### config.mk
export PLATFORM = sky130hd
export DESIGN_NAME = seg_scan_ctrl_flat
export DESIGN_NICKNAME = d
export VERILOG_FILES = /design/src/rtl/seg_scan_if.sv /design/src/rtl/seg_scan_ctrl.sv /design/src/flat_wrapper.sv
export SDC_FILE = /design/constraint.sdc
export NUM_CORES = 1
export LEC_CHECK = 0
export ABC_AREA = 1
export BUFFER_PORTS_ARGS = -buffer_cell sky130_fd_sc_hd__buf_2
export CAP_MARGIN = 40
export CORE_MARGIN = 8
export CORE_UTILIZATION = 31
export DETAILED_ROUTE_END_ITERATION = 12
export GPL_ROUTABILITY_DRIVEN = 1
export SKIP_LAST_GASP = 1
export SYNTH_ARGS = -nofsm -noshare
export SYNTH_HDL_FRONTEND = slang
export SYNTH_SLANG_ARGS = --single-unit
### constraint.sdc
create_clock -name clk -period 4.5 [get_ports clk]
set_input_delay 1.35 -clock clk [delete_from_list [all_inputs] [get_ports clk]]
set_output_delay 1.35 -clock clk [all_outputs]
set_load 0.005 [all_outputs]
### src/rtl/seg_scan_if.sv
// Update channel for seg_scan_ctrl: display word, digit enables and decimal points
// offered with a valid/ready handshake.
interface seg_scan_if;
  logic        upd_valid;
  logic        upd_ready;
  logic [31:0] upd_value;
  logic [7:0]  upd_en;
  logic [7:0]  upd_dp;

  modport master (output upd_valid, upd_value, upd_en, upd_dp, input upd_ready);
  modport slave  (input upd_valid, upd_value, upd_en, upd_dp, output upd_ready);
endinterface

### src/rtl/seg_scan_ctrl.sv
// Time-shares one external hex-to-7-segment decoder across eight digits, latching
// each decoded pattern into its own register and rescanning on a free-running prescaler.
module seg_scan_ctrl #(
  parameter int unsigned REFRESH_DIV = 1000000
) (
  input  logic        clk,
  input  logic        rst_n,
  seg_scan_if.slave   upd,
  output logic [3:0]  dec_b,
  input  logic [7:0]  dec_h,
  output logic [63:0] seg,
  output logic        busy,
  output logic        scan_done
);
  localparam logic [31:0] PRESC_LAST = 32'(REFRESH_DIV - 1);

  typedef enum logic [1:0] {IDLE, SCAN, DONE} state_t;

  state_t      state_reg, state_next;
  logic [2:0]  idx_reg, idx_next;
  logic [31:0] presc_reg;
  logic [31:0] value_reg;
  logic [7:0]  en_reg, dp_reg;
  logic        tick, accept, ready_c;

  assign tick          = (presc_reg == PRESC_LAST);
  assign upd.upd_ready = ready_c;

  always_ff @(posedge clk or negedge rst_n) begin
    if (!rst_n) begin
      presc_reg <= 32'd0;
    end else if (tick) begin
      presc_reg <= 32'd0;
    end else begin
      presc_reg <= presc_reg + 32'd1;
    end
  end

  always_ff @(posedge clk or negedge rst_n) begin
    if (!rst_n) begin
      state_reg <= IDLE;
      idx_reg   <= 3'd0;
    end else begin
      state_reg <= state_next;
      idx_reg   <= idx_next;
    end
  end

  always_ff @(posedge clk or negedge rst_n) begin
    if (!rst_n) begin
      value_reg <= 32'd0;
      en_reg    <= 8'd0;
      dp_reg    <= 8'd0;
    end else if (accept) begin
      value_reg <= upd.upd_value;
      en_reg    <= upd.upd_en;
      dp_reg    <= upd.upd_dp;
    end
  end

  always_comb begin
    state_next = state_reg;
    idx_next   = idx_reg;
    accept     = 1'b0;
    ready_c    = 1'b0;
    busy       = 1'b0;
    scan_done  = 1'b0;
    dec_b      = 4'd0;
    case (state_reg)
      IDLE: begin
        ready_c = 1'b1;
        // A pending update takes priority; the coincident tick is absorbed by its scan.
        if (upd.upd_valid) begin
          accept     = 1'b1;
          idx_next   = 3'd0;
          state_next = SCAN;
        end else if (tick) begin
          idx_next   = 3'd0;
          state_next = SCAN;
        end
      end
      SCAN: begin
        busy     = 1'b1;
        dec_b    = value_reg[{idx_reg, 2'b00} +: 4];
        idx_next = 3'(idx_reg + 3'd1);
        if (idx_reg == 3'd7) begin
          state_next = DONE;
        end
      end
      DONE: begin
        busy       = 1'b1;
        scan_done  = 1'b1;
        state_next = IDLE;
      end
      default: begin
        state_next = IDLE;
      end
    endcase
  end

  // Each digit owns a register that loads only in its SCAN slot, so others hold.
  generate
    for (genvar gi = 0; gi < 8; gi++) begin : g_digit
      logic [7:0] digit_reg;

      always_ff @(posedge clk or negedge rst_n) begin
        if (!rst_n) begin
          digit_reg <= 8'hFF;
        end else if (state_reg == SCAN && idx_reg == 3'(gi)) begin
          digit_reg <= en_reg[gi] ? {dec_h[7:1], ~dp_reg[gi]} : 8'hFF;
        end
      end

      assign seg[8*gi +: 8] = digit_reg;
    end
  endgenerate
endmodule

### src/flat_wrapper.sv
// flat-port wrapper written by rule: the top's interface ports become plain ports
module seg_scan_ctrl_flat 
#(
  parameter int unsigned REFRESH_DIV = 1000000
)
  (clk, rst_n, dec_b, dec_h, seg, busy, scan_done, upd_upd_valid, upd_upd_value, upd_upd_en, upd_upd_dp, upd_upd_ready);
  seg_scan_if upd_i ();
  input  logic clk;
  input  logic rst_n;
  output logic [3:0] dec_b;
  input  logic [7:0] dec_h;
  output logic [63:0] seg;
  output logic busy;
  output logic scan_done;
  input wire logic [$bits(upd_i.upd_valid)-1:0] upd_upd_valid;
  input wire logic [$bits(upd_i.upd_value)-1:0] upd_upd_value;
  input wire logic [$bits(upd_i.upd_en)-1:0] upd_upd_en;
  input wire logic [$bits(upd_i.upd_dp)-1:0] upd_upd_dp;
  output wire logic [$bits(upd_i.upd_ready)-1:0] upd_upd_ready;
  assign upd_i.upd_valid = upd_upd_valid;
  assign upd_i.upd_value = upd_upd_value;
  assign upd_i.upd_en = upd_upd_en;
  assign upd_i.upd_dp = upd_upd_dp;
  assign upd_upd_ready = upd_i.upd_ready;
  seg_scan_ctrl #(.REFRESH_DIV(REFRESH_DIV)) u_core (.clk(clk), .rst_n(rst_n), .upd(upd_i), .dec_b(dec_b), .dec_h(dec_h), .seg(seg), .busy(busy), .scan_done(scan_done));
endmodule
==> reports/metrics.csv <==
metric,value,unit
final non-filler cell total,1196,
Ports,130,
Starting DRT DRC Count,381,
Synth async-reset ratio,1.000,
Routed wire per std cell,16.27,um
H-tree depth,4,
DP Wirelength,14110,um
kind of critical path,register to primary output,
cell count after synthesis,770,
post-CTS sizing,0,
"Seq/Total Area, Yosys",0.5486,
share of layout cells above drive strength 1,0.3060,
Final min period,3.529,ns
initial antenna violation count,1,
Hold WC Path Type,register to register,
top-count cell post-synth,nand2_1,
max reg flops,64,
Final Core Density,0.3873,
Die W,165.7,um
P&R area growth vs syn,22.11,%
detailed-route DRC error count,0,
max-cap check violation count,0,
type of origin of the critical path,register,
relative slew slack,0.4847,
core area,21890,um2
Syn Nets,839,
endpoints failing hold,0,
cell area after layout,8478,um2
Final #Nets,971,
top cell type's share of synthesized area,0.3064,
Least-Margin Pin Slew,0.7711,ns
Critical Path AT,2.18,ns
Routed WL,19460,um
Post-CTS Repair Setup Buffers,0,
worst vdd ir,0.2966,mV
Worst EP required,3.15,ns
synth unique cells,33,
"EDFF count, synth",0,
"Reg clk slew, reported paths",0.06,ns
largest net degree at the start of global routing,64,
power per cell area,617.9,nW/um2
reg2reg setup slack,2.13,ns
CTS Hold Buffers Added,0,
"Power, Total",5.238,mW
CTS max path bufs,2,
vias in the first global route,5835,
GR Util All Layers,0.1420,
DIE AREA,27440,um2
LEAKAGE,3.972,nW
Starting Density,0.3172,
Synth warnings,0,
Post-DRT Antenna Nets,0,
largest cells by area after synthesis,"dfrtp_1 31%, dfstp_2 24%, o21ai_0 8.5%",
Seq cells post-synth,149,
die height,165.7,um
root buffer cell,clkbuf_16,
status,finished clean,
fin crit share,0.7842,
FMAX,283.4,MHz
placed cell area,7919,um2
Post-synth top flop,dfrtp_1,
Yosys top cell by area,dfrtp_1,
Vias/cell,4.761,
total grt overflow,0,
TNS Setup,0,ns
Synth Cell Area,6943,um2
Max Slew Vio Count,0,
Worst setup EP type,primary output,
DP Cell Count,1163,
Final Setup Violations,0,
routed via count,5694,
routability cong.,0.8990,
crit path max fanout,20,
port bufs,128,
Skew-Pair Late Insertion Delay,0.42,ns
first-pass GRT wire length,31620,um
synth cell count leaders,"153 x nand2_1, 118 x o21ai_0, 99 x nor2_1",
CTS buffer count,17,
DR pass1 iterations,5,
Mapped Avg Cell Area,9.017,um2
Site Rows,54,
RSZ-0062 raised after global routing,no,
Setup Skew,0.01367,ns
CTS tree,done,
clk sinks,149,
## critical path, stage by stage (launching register included)
cell	delay (ns)
dfrtp_1	0.33
buf_4	0.22
clkinv_1	0.44
o21ai_0	0.33
o22ai_1	0.10
nand2_1	0.10
a21oi_1	0.09
buf_2	0.14
## final timing paths
path | start | endpoint | cells past startpoint
worst max-delay path | u_core.idx_reg[0] | dec_b[0] | 7
worst min-delay path | u_core.dp_reg[7] | u_core.g_digit[7].digit_reg[0] | 1
worst max register to register | u_core.idx_reg[0] | u_core.g_digit[6].digit_reg[4] | 7
worst min register to register | u_core.dp_reg[7] | u_core.g_digit[7].digit_reg[0] | 1
max in group asynchronous | rst_n | u_core.presc_reg[12] | 2
min in group asynchronous | rst_n | u_core.en_reg[6] | 1
## stage by stage
step                worst slack [ns]  hold slack [ns]
finish                        0.9712           0.4247
global route                  0.7058           0.4502
CTS                           0.9622           0.4341
detailed placement             1.395           0.4251
global placement               1.450           0.4102
floorplan                      1.926           0.3926
## cell type report
class / instances / area (um2)
diodes: 1 / 2.502
clock buffers: 18 / 439.2
clock inverters: 14 / 117.6
fillers: 2249 / 13410
inverters: 76 / 285.3
multi-input cells: 525 / 2765
flip-flops and latches: 149 / 3809
well taps: 280 / 350.3
repair buffers: 133 / 709.4
## layer usage
layer  GRT usage  share of wire  vias to the layer above
li1            -              -                     2785
met1      0.1787           0.46                     2740
met2      0.2283           0.47                      145
met3     0.03739          0.046                       24
met4     0.05603          0.025                        0
met5           0              0                        -
## logic make-up after synthesis
family | synth area share
AO/OA/AOI/OAI | 0.1150
XOR/XNOR | 0.01766
adder cells (fa/ha/maj) | 0.01802
buffers and inverters | 0.05352
flip-flops | 0.5486
multiplexers | 0.06325
AND/OR/NAND/NOR | 0.1840
## placed cells by master (no fill, tap or decap), types with 4 or more instances in the layout
cell       Yosys  routed
inv_1         74      74
xor2_1        12      12
nor3_1        11      11
dfrtp_1       85      85
nand4_1        6       6
clkbuf_16      0      17
mux2_2        39      39
inv_6          0       4
ha_1          10      10
nand2_1      153     152
o22ai_1        8       8
o21ai_0      118     118
o21a_1         6       6
dfstp_2       64      64
nand3_1       28      28
buf_2          9     127
nor2_1        99      99
a21oi_1       16      16
## power breakdown
group | internal [mW] | leakage, nW | switching (mW)
registers | 2.01 | 1.72 | 0.275
clock network | 0.737 | 0.277 | 0.609
logic | 0.669 | 1.97 | 0.939
total | 3.42 | 3.97 | 1.82
Note: power is estimated with default switching activity, not from simulation.
